`src/rtl/avalon_st_framer_pkg.sv`:
```
// Shared types and framing arithmetic for the Avalon-ST transmit framer.
package avalon_st_framer_pkg;

  typedef enum logic {
    IDLE = 1'b0,
    SEND = 1'b1
  } framer_state_t;

  typedef struct packed {
    logic [31:0] words;
    logic [31:0] empty;
  } framing_t;

  function automatic int empty_width(input int w);
    return (w > 1) ? $clog2(w) : 1;
  endfunction

  // Word count rounds the byte length up; empty is the unused tail of the last word.
  function automatic framing_t calc_framing(input int unsigned len, input int unsigned w);
    framing_t fr;
    fr.words = (len + w - 1) / w;
    fr.empty = fr.words * w - len;
    return fr;
  endfunction

endpackage

```
`src/rtl/avalon_st_if.sv`:
```
// Avalon-ST streaming bundle; the master drives everything except rdy.
interface avalon_st_if #(
  parameter int DATA_WIDTH_IN_BYTES = 16
);
  localparam int EMPTY_WIDTH = (DATA_WIDTH_IN_BYTES > 1) ? $clog2(DATA_WIDTH_IN_BYTES) : 1;

  logic                             valid;
  logic                             rdy;
  logic                             sop;
  logic                             eop;
  logic [8*DATA_WIDTH_IN_BYTES-1:0] data;
  logic [EMPTY_WIDTH-1:0]           empty;

  modport master (output valid, sop, eop, data, empty, input rdy);
  modport slave  (input valid, sop, eop, data, empty, output rdy);

endinterface

```
`src/rtl/avalon_st_byte_mask.sv`:
```
// Combinational zero-pad of the final word; used with AVALON_ST_FRAMER_ZERO_PAD_EN.
module avalon_st_byte_mask
  import avalon_st_framer_pkg::*;
#(
  parameter int DATA_WIDTH_IN_BYTES = 16
) (
  input  logic [8*DATA_WIDTH_IN_BYTES-1:0]             data_i,
  input  logic [empty_width(DATA_WIDTH_IN_BYTES)-1:0]  empty_i,
  output logic [8*DATA_WIDTH_IN_BYTES-1:0]             data_o
);

  // Byte 0 sits at the MSB, so the unused tail bytes are the least significant ones.
  always_comb begin
    data_o = data_i;
    for (int k = 0; k < DATA_WIDTH_IN_BYTES; k++) begin
      if (k < int'(empty_i)) begin
        data_o[8*k +: 8] = 8'h00;
      end
    end
  end

endmodule

```
`src/rtl/avalon_st_framer.sv`:
```
// Frames an unframed word stream into Avalon-ST packets from byte-length descriptors.
// Define AVALON_ST_FRAMER_ZERO_PAD_EN to zero the unused bytes of each eop word.
module avalon_st_framer
  import avalon_st_framer_pkg::*;
#(
  parameter int DATA_WIDTH_IN_BYTES = 16,
  parameter int LEN_WIDTH           = 16
) (
  input  logic                             clk,
  input  logic                             rst,
  input  logic                             len_valid,
  input  logic [LEN_WIDTH-1:0]             len_bytes,
  output logic                             len_rdy,
  input  logic                             raw_valid,
  input  logic [8*DATA_WIDTH_IN_BYTES-1:0] raw_data,
  output logic                             raw_rdy,
  avalon_st_if.master                      framed_msg,
  output logic                             len_err
);

  localparam int W  = DATA_WIDTH_IN_BYTES;
  localparam int EW = empty_width(DATA_WIDTH_IN_BYTES);

  framer_state_t        state_q, state_d;
  logic [LEN_WIDTH-1:0] words_left_q, words_left_d;
  logic [EW-1:0]        last_empty_q, last_empty_d;
  logic                 first_q, first_d;
  logic                 len_err_q, len_err_d;

  framing_t             len_fr;
  logic                 is_last;
  logic                 out_valid;
  logic                 out_sop;
  logic                 out_eop;
  logic [EW-1:0]        out_empty;
  logic [8*W-1:0]       out_data;

  assign len_fr  = calc_framing(32'(len_bytes), W);
  assign is_last = (words_left_q == LEN_WIDTH'(1));

  always_ff @(posedge clk or negedge rst) begin
    if (!rst) begin
      state_q      <= IDLE;
      words_left_q <= '0;
      last_empty_q <= '0;
      first_q      <= 1'b0;
      len_err_q    <= 1'b0;
    end else begin
      state_q      <= state_d;
      words_left_q <= words_left_d;
      last_empty_q <= last_empty_d;
      first_q      <= first_d;
      len_err_q    <= len_err_d;
    end
  end

  always_comb begin
    state_d      = state_q;
    words_left_d = words_left_q;
    last_empty_d = last_empty_q;
    first_d      = first_q;
    len_err_d    = 1'b0;
    len_rdy      = 1'b0;
    raw_rdy      = 1'b0;
    out_valid    = 1'b0;
    out_sop      = 1'b0;
    out_eop      = 1'b0;
    out_empty    = '0;

    case (state_q)
      IDLE: begin
        len_rdy = 1'b1;
        if (len_valid) begin
          if (len_bytes == '0) begin
            len_err_d = 1'b1;
          end else begin
            words_left_d = LEN_WIDTH'(len_fr.words);
            last_empty_d = EW'(len_fr.empty);
            first_d      = 1'b1;
            state_d      = SEND;
          end
        end
      end
      SEND: begin
        // Raw side is a pass-through; only the framing fields come from registers.
        out_valid = raw_valid;
        raw_rdy   = framed_msg.rdy;
        out_sop   = raw_valid & first_q;
        out_eop   = raw_valid & is_last;
        out_empty = out_eop ? last_empty_q : '0;
        if (raw_valid && framed_msg.rdy) begin
          first_d      = 1'b0;
          words_left_d = words_left_q - LEN_WIDTH'(1);
          if (is_last) begin
            state_d = IDLE;
          end
        end
      end
      default: state_d = IDLE;
    endcase
  end

`ifdef AVALON_ST_FRAMER_ZERO_PAD_EN
  avalon_st_byte_mask #(
    .DATA_WIDTH_IN_BYTES(W)
  ) u_byte_mask (
    .data_i (raw_data),
    .empty_i(out_empty),
    .data_o (out_data)
  );
`else
  assign out_data = raw_data;
`endif

  assign framed_msg.valid = out_valid;
  assign framed_msg.sop   = out_sop;
  assign framed_msg.eop   = out_eop;
  assign framed_msg.empty = out_empty;
  assign framed_msg.data  = out_data;
  assign len_err          = len_err_q;

endmodule

```
`src/flat_wrapper.sv`:
```
// flat-port wrapper written by rule: the top's interface ports become plain ports
module avalon_st_framer_flat import avalon_st_framer_pkg::*;
#(
  parameter int DATA_WIDTH_IN_BYTES = 16,
  parameter int LEN_WIDTH           = 16
)
  (clk, rst, len_valid, len_bytes, len_rdy, raw_valid, raw_data, raw_rdy, len_err, framed_msg_valid, framed_msg_sop, framed_msg_eop, framed_msg_data, framed_msg_empty, framed_msg_rdy);
  avalon_st_if #(.DATA_WIDTH_IN_BYTES(DATA_WIDTH_IN_BYTES)) framed_msg_i ();
  input  logic clk;
  input  logic rst;
  input  logic len_valid;
  input  logic [LEN_WIDTH-1:0] len_bytes;
  output logic len_rdy;
  input  logic raw_valid;
  input  logic [8*DATA_WIDTH_IN_BYTES-1:0] raw_data;
  output logic raw_rdy;
  output logic len_err;
  output wire logic [$bits(framed_msg_i.valid)-1:0] framed_msg_valid;
  output wire logic [$bits(framed_msg_i.sop)-1:0] framed_msg_sop;
  output wire logic [$bits(framed_msg_i.eop)-1:0] framed_msg_eop;
  output wire logic [$bits(framed_msg_i.data)-1:0] framed_msg_data;
  output wire logic [$bits(framed_msg_i.empty)-1:0] framed_msg_empty;
  input wire logic [$bits(framed_msg_i.rdy)-1:0] framed_msg_rdy;
  assign framed_msg_valid = framed_msg_i.valid;
  assign framed_msg_sop = framed_msg_i.sop;
  assign framed_msg_eop = framed_msg_i.eop;
  assign framed_msg_data = framed_msg_i.data;
  assign framed_msg_empty = framed_msg_i.empty;
  assign framed_msg_i.rdy = framed_msg_rdy;
  avalon_st_framer #(.DATA_WIDTH_IN_BYTES(DATA_WIDTH_IN_BYTES), .LEN_WIDTH(LEN_WIDTH)) u_core (.clk(clk), .rst(rst), .len_valid(len_valid), .len_bytes(len_bytes), .len_rdy(len_rdy), .raw_valid(raw_valid), .raw_data(raw_data), .raw_rdy(raw_rdy), .framed_msg(framed_msg_i), .len_err(len_err));
endmodule
```
`config.mk`:
```
export PLATFORM = sky130hd
export DESIGN_NAME = avalon_st_framer_flat
export DESIGN_NICKNAME = d
export VERILOG_FILES = /design/src/rtl/avalon_st_framer_pkg.sv /design/src/rtl/avalon_st_if.sv /design/src/rtl/avalon_st_byte_mask.sv /design/src/rtl/avalon_st_framer.sv /design/src/flat_wrapper.sv
export SDC_FILE = /design/constraint.sdc
export NUM_CORES = 1
export LEC_CHECK = 0
export ABC_AREA = 1
export BUFFER_PORTS_ARGS = -buffer_cell sky130_fd_sc_hd__buf_2
export CAP_MARGIN = 20
export CORE_AREA = 4 4 111 113
export DETAILED_ROUTE_END_ITERATION = 10
export DIE_AREA = 0 0 115 117
export HOLD_SLACK_MARGIN = 0.03
export PLACE_DENSITY = 0.69
export SLEW_MARGIN = 0
export SYNTH_ARGS = -nofsm -noshare
export SYNTH_HDL_FRONTEND = slang
export SYNTH_HIERARCHICAL = 1
export SYNTH_SLANG_ARGS = --single-unit
```
`constraint.sdc`:
```
create_clock -name clk -period 1.61 [get_ports clk]
set_input_delay 0.322 -clock clk [delete_from_list [all_inputs] [get_ports clk]]
set_output_delay 0.322 -clock clk [all_outputs]
set_load 0.02 [all_outputs]
```
==> metrics.yaml, run 1 <==
critical_path_required_ps: 1290
status: "finished, violations left"
maxCapViolCount: 0
async_flop_share: 1.000
yosysUniqueCellTypes: 26
wl_um: 6955
clkTransAtPathRegs_ps: 60
ir_drop_mv: 0.9654
post-dp-hpwl_um: 5344
totalNegativeSetupSlack_ps: -1226
gp_congestion: 0.8516
cp_slowest_cell: "dfrtp_1"
grt-ovfl-total: 0
placed_area_sq_um: 2496
cp.arrival_ps: 1540
fin_ws_ps: -256.9
hold_violations: 0
fin_cells: 523
place_ws_ps: -137.3
setup.worst_path.class: "reg -> out"
crit_chain: "nor2_2 -> inv_1 -> nor3_2 -> nand4_1 -> buf_6 -> nor2_4 -> buf_6"
hold_path_class: "in -> async"
dieHeight_um: 117
grt_pass1_wl_um: 10730
cts-root-buf: "clkbuf_16"
layout.nets: 533
ys.flop_type: "dfrtp_1"
grt_pass1_vias: 2172
drtIter0Drc: 133
start_util: 0.2539
grtUsageTotal: 0.09900
n_antenna_cell: 0
avgSynthCellArea_sq_um: 6.607
area_delta_synth_final_pct: -2.351
synth_seq_area_share: 0.2003
worstPathMaxFanout: 5
ys_warn_count: 6
port_buffers: 30
finClkSkew_ps: 2.795
cts_tree: "built"
period_needed_ps: 1867
power_leakage_nw: 1.417
crit_buf_inv: 3
final_common_cell: "nand2_1"
final_cell_mix: "95 x nand2_1, 42 x buf_4, 38 x inv_1"
syn_inst: 435
firstDrtPassIters: 4
numCtsBuffers: 3
clock_sinks: 23
std_cell_rows: 39
final_area_sq_um: 2806
tightest_slew_ps: 538.8
holdWs_ps: 43.23
ant_nets: 0
drive_gt1_frac: 0.3211
fin_crit_sh: 1.160
grt_max_degree: 24
r2r-start: "u_core/words_left_q[0]"
drv_slew: 0
core_area_sq_um: 11320
dp.cells: 514
finalSetupViolations: 5
fp.dieW_um: 115
cts_htree_levels: 1
crit_top_cell: "buf_6"
drc_errors: 0
clockBufferDepth: 2
start_kind: "flip-flop"
violations: "negative setup slack"
ioPinCount: 287
wl_per_cell_um: 13.30
max_freq_ghz: 0.5356
slowest_delay_ps: 390
antenna_found_initial: 0
worstSetupStartpoint: "u_core/words_left_q[5]"
dieArea_sq_um: 13460
vias_per_cell: 4.400
maxSlewHeadroom: 0.6408
powerDensity_nw_per_um2: 1402
clock_latency_ps: 250
synth-seq-cells: 23
syn-num-nets: 587
num_vias: 2301
crit_family: "simple AND/OR/NAND/NOR gates"
rsz0062_at_grt: "yes"
synth_area_sq_um: 2874
synth_edf_count: 0
crit_path_end_kind: "primary output"
## through the flow
stage / total power (W) / utilization
6_report: 0.003936 / 0.2479
2_1_floorplan: 0.002654 / -
3_3_place_gp: 0.002967 / 0.2205
3_5_place_dp: 0.002982 / 0.2205
4_1_cts: 0.003612 / 0.2320
5_1_grt: 0.004289 / 0.2479
## final cells by class
cell class | instances | area, sq um
inverters | 44 | 173.9
fillers | 1278 | 8514
clock buffers | 3 | 75.07
repair buffers | 77 | 575.6
flip-flops and latches | 23 | 575.6
clock inverters | 1 | 5.005
well taps | 143 | 178.9
multi-input cells | 232 | 1222
## what timing repair did
item / in CTS / in global routing
pin swaps: 4 / 7
cloned: 0 / 1
hold buffers: 0 / 0
endpoints found under the setup margin: 8 / 17
setup buffers: 2 / 2
resized for setup: 13 / 37
## worst paths after layout
path	end	slack, ps	depth (start not counted)
setup / recovery	framed_msg_empty[2]	-260	7
hold / removal	u_core/words_left_q[0]	40	1
setup reg to reg	u_core/words_left_q[14]	50	10
hold reg to reg	u_core/last_empty_q[0]	490	2
max in group asynchronous	u_core/words_left_q[11]	1200	1
min in group clk	u_core/len_err	310	3
## state kept, by name, indices dropped and copies added (netlist names)
register / cells
u_core/last_empty_q: 4
u_core/first_q: 1
u_core/words_left_q: 16
u_core/state_q: 1
u_core/len_err: 1
## cell families after synthesis
logic type	share of synthesized area
fa+ha+maj	0.01306
xor+xnor	0.009144
simple gates	0.2934
compound gates	0.07096
flops	0.2003
buf+inv	0.4131
## layer usage
layer  GRT usage  wire length, um
met5           0                0
met4     0.07042              450
met1      0.1073             2488
met2      0.1559             3297
met3     0.04216              719
## synth_stat cells, drive strengths merged, types with 3 or more instances
master	number	area (sq um)
nand4	5	31.28
xor2	3	26.28
a21oi	7	35.03
inv	44	165.2
ha	3	37.54
nand3	35	175.2
nor2	48	205.2
buf	134	1015
nand2	101	401.6
o21ai	23	141.4
dfrtp	23	575.6
## report_power, final
part / internal, W / switching, W / leakage, nW
sequential: 0.000792 / 0.000135 / 0.290
combinational: 0.00107 / 0.00140 / 1.09
clock: 0.000334 / 0.000203 / 0.0409
total: 0.00219 / 0.00174 / 1.42
No activity file was read; power rests on OpenSTA's default activity.
==> run 2, diff against run 1 <==
--- a/config.mk
+++ b/config.mk
@@ -13,7 +13,7 @@
 export DIE_AREA = 0 0 115 117
 export HOLD_SLACK_MARGIN = 0.03
 export PLACE_DENSITY = 0.69
-export SLEW_MARGIN = 0
+export SLEW_MARGIN = 20
 export SYNTH_ARGS = -nofsm -noshare
 export SYNTH_HDL_FRONTEND = slang
 export SYNTH_HIERARCHICAL = 1
==> constraint.sdc (replaced) <==
create_clock -name clk -period 1.83 [get_ports clk]
set_input_delay 0.366 -clock clk [delete_from_list [all_inputs] [get_ports clk]]
set_output_delay 0.366 -clock clk [all_outputs]
set_load 0.02 [all_outputs]
==> run 2 against run 1 <==
  * The flow still finishes with violations (negative setup slack)
  * Combinational power is 28% lower
  * Register-to-register slack got worse by 130 ps
  * Clock skew fell by 0.52 ps
  * Power down 21%
  * Count of clock-buffer cells in the layout increased by 1
  * Sequential share of layout area increased by 1.9 points
  * Final area shrank 8.3%
  * Sequential power shrank 8.5%
  * Via count down 1.0%
  * Critical path type unchanged
  * Largest power group unchanged
  * Highest routed layer unchanged
==> metrics.yaml, run 2 (synthesis results as in run 1) <==
final_common_cell: "nand2_1"  # unchanged
multi_input_area_sq_um: 1171  # was 1222 sq um
clock_sinks: 23  # unchanged
start_util: 0.2539  # unchanged
final_util: 0.2272  # was 0.2479
fin_ws_ps: -131.1  # was -256.9 ps
drc_errors: 0  # unchanged
core_area_sq_um: 11320  # unchanged
num_vias: 2278  # was 2301
violations: "negative setup slack"  # unchanged
final_cell_mix: "96 x nand2_1, 41 x inv_1, 35 x nor2_1, 35 x nand3_1, 28 x buf_4"  # was 95 x nand2_1, 42 x buf_4, 38 x inv_1
cts_htree_levels: 1  # unchanged
n_fill_cell: 1300  # was 1278
ant_nets: 0  # unchanged
grt_pass1_vias: 2171  # was 2172
hold_path_class: "in -> async"  # unchanged
dieHeight_um: 117  # unchanged
period_needed_ps: 1961
ioPinCount: 287  # unchanged
grt_pass1_wl_um: 10430  # was 10730 um
status: "finished, violations left"  # unchanged
fin_crit_sh: 1.072
rsz0062_at_grt: "yes"  # unchanged
grt-ovfl-total: 0  # unchanged
wl_per_cell_um: 13.35  # was 13.30 um
post-dp-hpwl_um: 5077  # was 5344 um
switchingPower_w: 0.001403  # was 0.001741 W
finalSetupViolations: 6  # was 5
power_leakage_nw: 1.320  # was 1.417 nW
combinationalPowerShare: 0.572  # was 0.628
area_delta_synth_final_pct: -10.49  # was -2.351%
cts-root-buf: "clkbuf_16"  # unchanged
holdWs_ps: 86.71  # was 43.23 ps
n_antenna_cell: 0  # unchanged
cp_slowest_cell: "dfrtp_1"  # unchanged
power.internal_w: 0.001716  # was 0.002195 W
fp.dieW_um: 115  # unchanged
drv_slew: 0  # unchanged
crit_buf_inv: 2  # was 3
layout.nets: 515  # was 533
grtUsageTotal: 0.09735  # was 0.09900
std_cell_rows: 39  # unchanged
drive_gt1_frac: 0.2597  # was 0.3211
vias_per_cell: 4.511  # was 4.400
firstDrtPassIters: 4  # unchanged
wl_um: 6742  # was 6955 um
place_ws_ps: 6.972  # was -137.3 ps
final_area_sq_um: 2572  # was 2806 sq um
placed_area_sq_um: 2338  # was 2496 sq um
crit_chain: "ha_4 -> nand4_1 -> nor2_2 -> nand4_1 -> buf_6 -> nor2_4 -> buf_6"  # was nor2_2 -> inv_1 -> nor3_2 -> nand4_1 -> buf_6 -> nor2_4 -> buf_6
start_kind: "flip-flop"  # unchanged
p_clk_frac: 0.156  # was 0.136
drtIter0Drc: 151  # was 133
pwr-share-seq: 0.272  # was 0.235
swShare: 0.4497  # was 0.4424
clkTransAtPathRegs_ps: 60  # about the same
largest_reg_flops: 16  # unchanged
maxCapViolCount: 0  # unchanged
finClkSkew_ps: 2.273  # was 2.795 ps
grt_max_degree: 24  # unchanged
seq_area_sq_um: 575.6  # unchanged
cp.arrival_ps: 1600  # was 1540 ps
maxSlewHeadroom: 0.6348  # was 0.6408
numCtsBuffers: 3  # unchanged
worstPathMaxFanout: 5  # unchanged
totalNegativeSetupSlack_ps: -697.1  # was -1226 ps
setup.worst_path.class: "reg -> out"  # unchanged
powerDensity_nw_per_um2: 1212  # was 1402 nW/um^2
clock_latency_ps: 260  # was 250 ps
crit_path_end_kind: "primary output"  # unchanged
top_register: "u_core/words_left_q"  # unchanged
cts_tree: "built"  # unchanged
port_buffers: 30  # unchanged
hold_violations: 0  # unchanged
slowest_delay_ps: 420  # was 390 ps
critical_path_required_ps: 1460  # was 1290 ps
gp_congestion: 0.8623  # was 0.8516
largestRegisters: "u_core/words_left_q: 16 flops, u_core/last_empty_q: 4 flops"  # unchanged
antenna_found_initial: 0  # unchanged
tightest_slew_ps: 547.8  # was 538.8 ps
dieArea_sq_um: 13460  # unchanged
max_freq_ghz: 0.5099
ir_drop_mv: 0.7543  # was 0.9654 mV
crit_family: "simple AND/OR/NAND/NOR gates"  # unchanged
clockBufferDepth: 2  # unchanged
## run 2: worst reg2reg max path: stages, from the launching register on
cell	delay, ps
dfrtp_1	420
ha_4	150
nand4_1	80
nor2_2	150
buf_4	120
buf_4	90
buf_4	90
buf_4	90
buf_4	90
buf_4	90
buf_4	90
nand3_1	100
o21ai_1	150
nand2_1	60
## run 2: worst paths after layout
| check | from | endpoint | slack [ps] | cells past startpoint |
|---|---|---|---|---|
| setup / recovery | u_core/words_left_q[0] | framed_msg_empty[2] | -130 | 7 |
| hold / removal | rst | u_core/words_left_q[1] | 90 | 1 |
| setup reg to reg | u_core/words_left_q[0] | u_core/state_q | -80 | 13 |
| hold reg to reg | u_core/last_empty_q[0] | u_core/last_empty_q[0] | 510 | 2 |
| max in group asynchronous | rst | u_core/words_left_q[10] | 1380 | 1 |
| min in group clk | len_valid | u_core/len_err | 370 | 3 |
## run 2: cell type report
type | instances | share of cell area
sequential | 23 | 0.2237
clock buffer | 4 | 0.03064
inverter | 44 | 0.06420
multi-input combinational | 232 | 0.4553
timing repair buffer | 59 | 0.1566
tap | 143 | 0.06955
## run 2: per-layer routing
layer | global-route usage | share of wire | wire length [um]
met5 | 0 | 0 | 0
met4 | 0.08920 | 0.076 | 514
met3 | 0.03959 | 0.12 | 799
met2 | 0.1478 | 0.45 | 3063
met1 | 0.1031 | 0.35 | 2365
## run 2: what timing repair did
action | CTS | global route
setup buffers | 8 | 0
pin swaps | 0 | 2
setup endpoints to repair | 5 | 6
hold buffers | 0 | 0
gates resized for setup | 8 | 20
## run 2: through the flow
stage	instances	total power [W]
2_1_floorplan	435	0.002335
3_3_place_gp	493	0.002431
3_5_place_dp	493	0.002434
4_1_cts	505	0.003040
5_1_grt	505	0.003395
6_report	505	0.003119
## run 2: power by group through the flow
stage                     Sequential [W]  Combinational [W]  Clock (W)
after floorplan                 0.000822            0.00151          0
after global placement          0.000832            0.00160          0
after detailed placement        0.000832            0.00160          0
after CTS                       0.000829            0.00171   0.000498
after global routing            0.000869            0.00201   0.000517
final                           0.000847            0.00179   0.000486
==> run 3, diff against run 2 <==
--- a/config.mk
+++ b/config.mk
@@ -8,13 +8,12 @@
 export ABC_AREA = 1
 export BUFFER_PORTS_ARGS = -buffer_cell sky130_fd_sc_hd__buf_2
 export CAP_MARGIN = 20
-export CORE_AREA = 4 4 111 113
+export CORE_AREA = 4 4 108 110
 export DETAILED_ROUTE_END_ITERATION = 10
-export DIE_AREA = 0 0 115 117
+export DIE_AREA = 0 0 112 114
 export HOLD_SLACK_MARGIN = 0.03
-export PLACE_DENSITY = 0.69
+export PLACE_DENSITY = 0.72
 export SLEW_MARGIN = 20
 export SYNTH_ARGS = -nofsm -noshare
 export SYNTH_HDL_FRONTEND = slang
-export SYNTH_HIERARCHICAL = 1
 export SYNTH_SLANG_ARGS = --single-unit
==> run 3 against run 2 <==
  * The run still ends with negative setup slack left
  * Global-route usage increased by 0.25 points
  * Routed wire length decreased by 4.0%
  * Count of clock-buffer cells in the layout decreased by 1
  * Final cell count decreased by 1.4%
  * Die area decreased by 5.1%
  * Core utilization increased by 0.97 points
  * Critical path depth unchanged
  * Power decreased by 3.5%
  * Synthesized cell count decreased by 1.4%
==> metrics.yaml, run 3 <==
core_area_sq_um: 10700  # was 11320 sq um
finClkSkew_ps: 5.463  # was 2.273 ps
largest_reg_flops: 16  # unchanged
start_kind: "flip-flop"  # unchanged
rsz0062_at_grt: "yes"  # unchanged
worstPathMaxFanout: 5  # unchanged
synth_area_sq_um: 2894  # was 2874 sq um
ioPinCount: 287  # unchanged
num_vias: 2150  # was 2278
hold_violations: 0  # unchanged
std_cell_rows: 38  # was 39
vias_per_cell: 4.317  # was 4.511
cp_slowest_cell: "dfrtp_1"  # unchanged
async_flop_share: 1.000  # unchanged
placed_area_sq_um: 2341  # was 2338 sq um
hold_buffers: 0  # unchanged
drc_errors: 0  # unchanged
synth_top_area_cell: "buf_4"  # unchanged
max_freq_ghz: 0.4998  # was 0.5099 GHz
yosysTopAreaCellShare: 0.3346  # was 0.3396
ant_nets: 0  # unchanged
synth-seq-cells: 23  # unchanged
grt_pass1_vias: 2137  # was 2171
r2r-start: "u_core.words_left_q[10]"  # was u_core/words_left_q[0]
slowest_delay_ps: 400  # was 420 ps
violations: "negative setup slack"  # unchanged
dieHeight_um: 114  # was 117 um
powerDensity_nw_per_um2: 1187  # was 1212 nW/um^2
maxSlewHeadroom: 0.6413  # was 0.6348
syn-num-nets: 581  # was 587
drv_slew: 0  # unchanged
yosysMostFrequentCell: "buf_4"  # unchanged
cts-root-buf: "clkbuf_8"  # was clkbuf_16
final_cell_mix: "96 x nand2_1, 38 x nor2_1, 33 x buf_4"  # was 96 x nand2_1, 41 x inv_1, 35 x nor2_1, 35 x nand3_1, 28 x buf_4
final_area_sq_um: 2535  # was 2572 sq um
clock_latency_ps: 270  # was 260 ps
firstDrtPassIters: 4  # unchanged
clock_sinks: 23  # unchanged
ys_top_cells_by_area: "buf_4 33%, dfrtp_1 20%, nand2_1 12%"  # was buf_4 34%, dfrtp_1 20%, nand2_1 13%
ir_drop_mv: 0.4082  # was 0.7543 mV
crit_chain: "inv_2 -> ha_4 -> nand3_2 -> nor2_2 -> nand4_1 -> nor2_1 -> buf_4"  # was ha_4 -> nand4_1 -> nor2_2 -> nand4_1 -> buf_6 -> nor2_4 -> buf_6
worstSetupStartpoint: "u_core.words_left_q[1]"  # was u_core/words_left_q[0]
synth_seq_area_share: 0.1989  # was 0.2003
ys.flop_type: "dfrtp_1"  # unchanged
grtUsageTotal: 0.09988  # was 0.09735
fp.dieW_um: 112  # was 115 um
cts_htree_levels: 1  # unchanged
status: "finished, violations left"  # unchanged
area_delta_synth_final_pct: -12.41  # was -10.49%
clockBufferDepth: 2  # unchanged
maxCapViolCount: 0  # unchanged
numCtsBuffers: 3  # unchanged
layout.nets: 511  # was 515
power_leakage_nw: 1.287  # was 1.320 nW
gp_congestion: 0.8324  # was 0.8623
largestRegisters: "u_core.words_left_q: 16 flops, u_core.last_empty_q: 4 flops"  # was u_core/words_left_q: 16 flops, u_core/last_empty_q: 4 flops
ys_warn_count: 0  # was 6
wl_um: 6473  # was 6742 um
critical_path_required_ps: 1460  # about the same
drive_gt1_frac: 0.2989  # was 0.2597
period_needed_ps: 2001  # was 1961 ps
final_common_cell: "nand2_1"  # unchanged
avgSynthCellArea_sq_um: 6.746  # was 6.607 sq um
grt_max_degree: 24  # unchanged
synth_edf_count: 0  # unchanged
start_util: 0.2705  # was 0.2539
grt-ovfl-total: 0  # unchanged
n_antenna_cell: 0  # unchanged
n_fill_cell: 1193  # was 1300
cp.arrival_ps: 1630  # was 1600 ps
clkTransAtPathRegs_ps: 90  # was 60 ps
fin_ws_ps: -170.7  # was -131.1 ps
antenna_found_initial: 0  # unchanged
final_util: 0.2370  # was 0.2272
finalSetupViolations: 5  # was 6
setup.worst_path.class: "reg -> out"  # unchanged
port_buffers: 30  # unchanged
place_ws_ps: 68.15  # was 6.972 ps
tightest_slew_ps: 538.0  # was 547.8 ps
grt_pass1_wl_um: 10530  # was 10430 um
fin_crit_sh: 1.093  # was 1.072
hold_path_class: "in -> async"  # unchanged
drtIter0Drc: 91  # was 151
yosysUniqueCellTypes: 30  # was 26
wl_per_cell_um: 13.00  # was 13.35 um
cts_tree: "built"  # unchanged
crit_path_end_kind: "primary output"  # unchanged
dieArea_sq_um: 12770  # was 13460 sq um
post-dp-hpwl_um: 4974  # was 5077 um
synthTopCellsByCount: "129 x buf_4, 96 x nand2_1, 42 x nor2_1"  # was 130 x buf_4, 96 x nand2_1, 42 x inv_1, 42 x nor2_1, 35 x nand3_1
top_register: "u_core.words_left_q"  # was u_core/words_left_q
syn_inst: 429  # was 435
run 3: kinds of logic after synthesis:
kind of cell    synth area share
simple gates              0.3208
buf+inv                   0.4025
flops                     0.1989
compound gates           0.04367
xor+xnor                 0.02119
fa+ha+maj                0.01297
run 3: through the flow:
stage / std cells / hold slack (ps) / TNS, ps / power, W
after global routing: 498 / 106.9 / -1502 / 0.003320
after global placement: 482 / 379.3 / 0 / 0.002407
final: 498 / 58.92 / -770.4 / 0.003010
after detailed placement: 482 / 381.9 / 0 / 0.002427
after floorplan: 429 / 70.41 / 0 / 0.002349
after CTS: 496 / 78.82 / -886.9 / 0.002930
run 3: final timing paths:
path / to / slack [ps] / cells after the start
min in group clk: u_core.len_err / 350 / 3
max: framed_msg_empty[2] / -170 / 7
min reg2reg: u_core.last_empty_q[2] / 500 / 2
min: u_core.last_empty_q[2] / 60 / 1
max in group asynchronous: u_core.words_left_q[0] / 1380 / 1
max reg2reg: u_core.words_left_q[13] / 80 / 14
run 3: cell type report:
class	count	area (sq um)	area share
Clock inverter	1	7.507	0.002962
Inverter	43	166.4	0.06565
Tap cell	140	175.2	0.06910
Clock buffer	3	41.29	0.01629
Timing Repair Buffer	58	372.9	0.1471
Sequential cell	23	576.8	0.2275
Multi-Input combinational cell	230	1195	0.4714
run 3: worst max-delay path: cells and delay by family, from the launching register on:
kind | cells | cell delay [ps]
adders and majority gates | 1 | 120
buffers and inverters | 2 | 240
DFF | 1 | 400
and+or+nand+nor | 4 | 600
run 3: repair_timing:
item | in CTS | in global routing
resized for setup | 11 | 8
gates cloned | 0 | 0
setup endpoints to repair | 5 | 7
pin swaps | 6 | 6
setup buffers | 10 | 5
run 3: per-layer routing:
| metal | track usage | vias up | routed length, um | part of all wire |
|---|---|---|---|---|
| li1 | - | 1058 | - | - |
| met1 | 0.1146 | 931 | 2453 | 0.38 |
| met2 | 0.1487 | 81 | 2754 | 0.43 |
| met3 | 0.02759 | 80 | 593 | 0.092 |
| met4 | 0.09535 | 0 | 671 | 0.10 |
| met5 | 0 | - | 0 | 0 |
run 3: where the power goes:
group          switching [W]  internal, W  total, W
clock               0.000186     0.000155  0.000340
combinational        0.00101     0.000758   0.00177
sequential          0.000178     0.000723  0.000901
total                0.00137      0.00164   0.00301
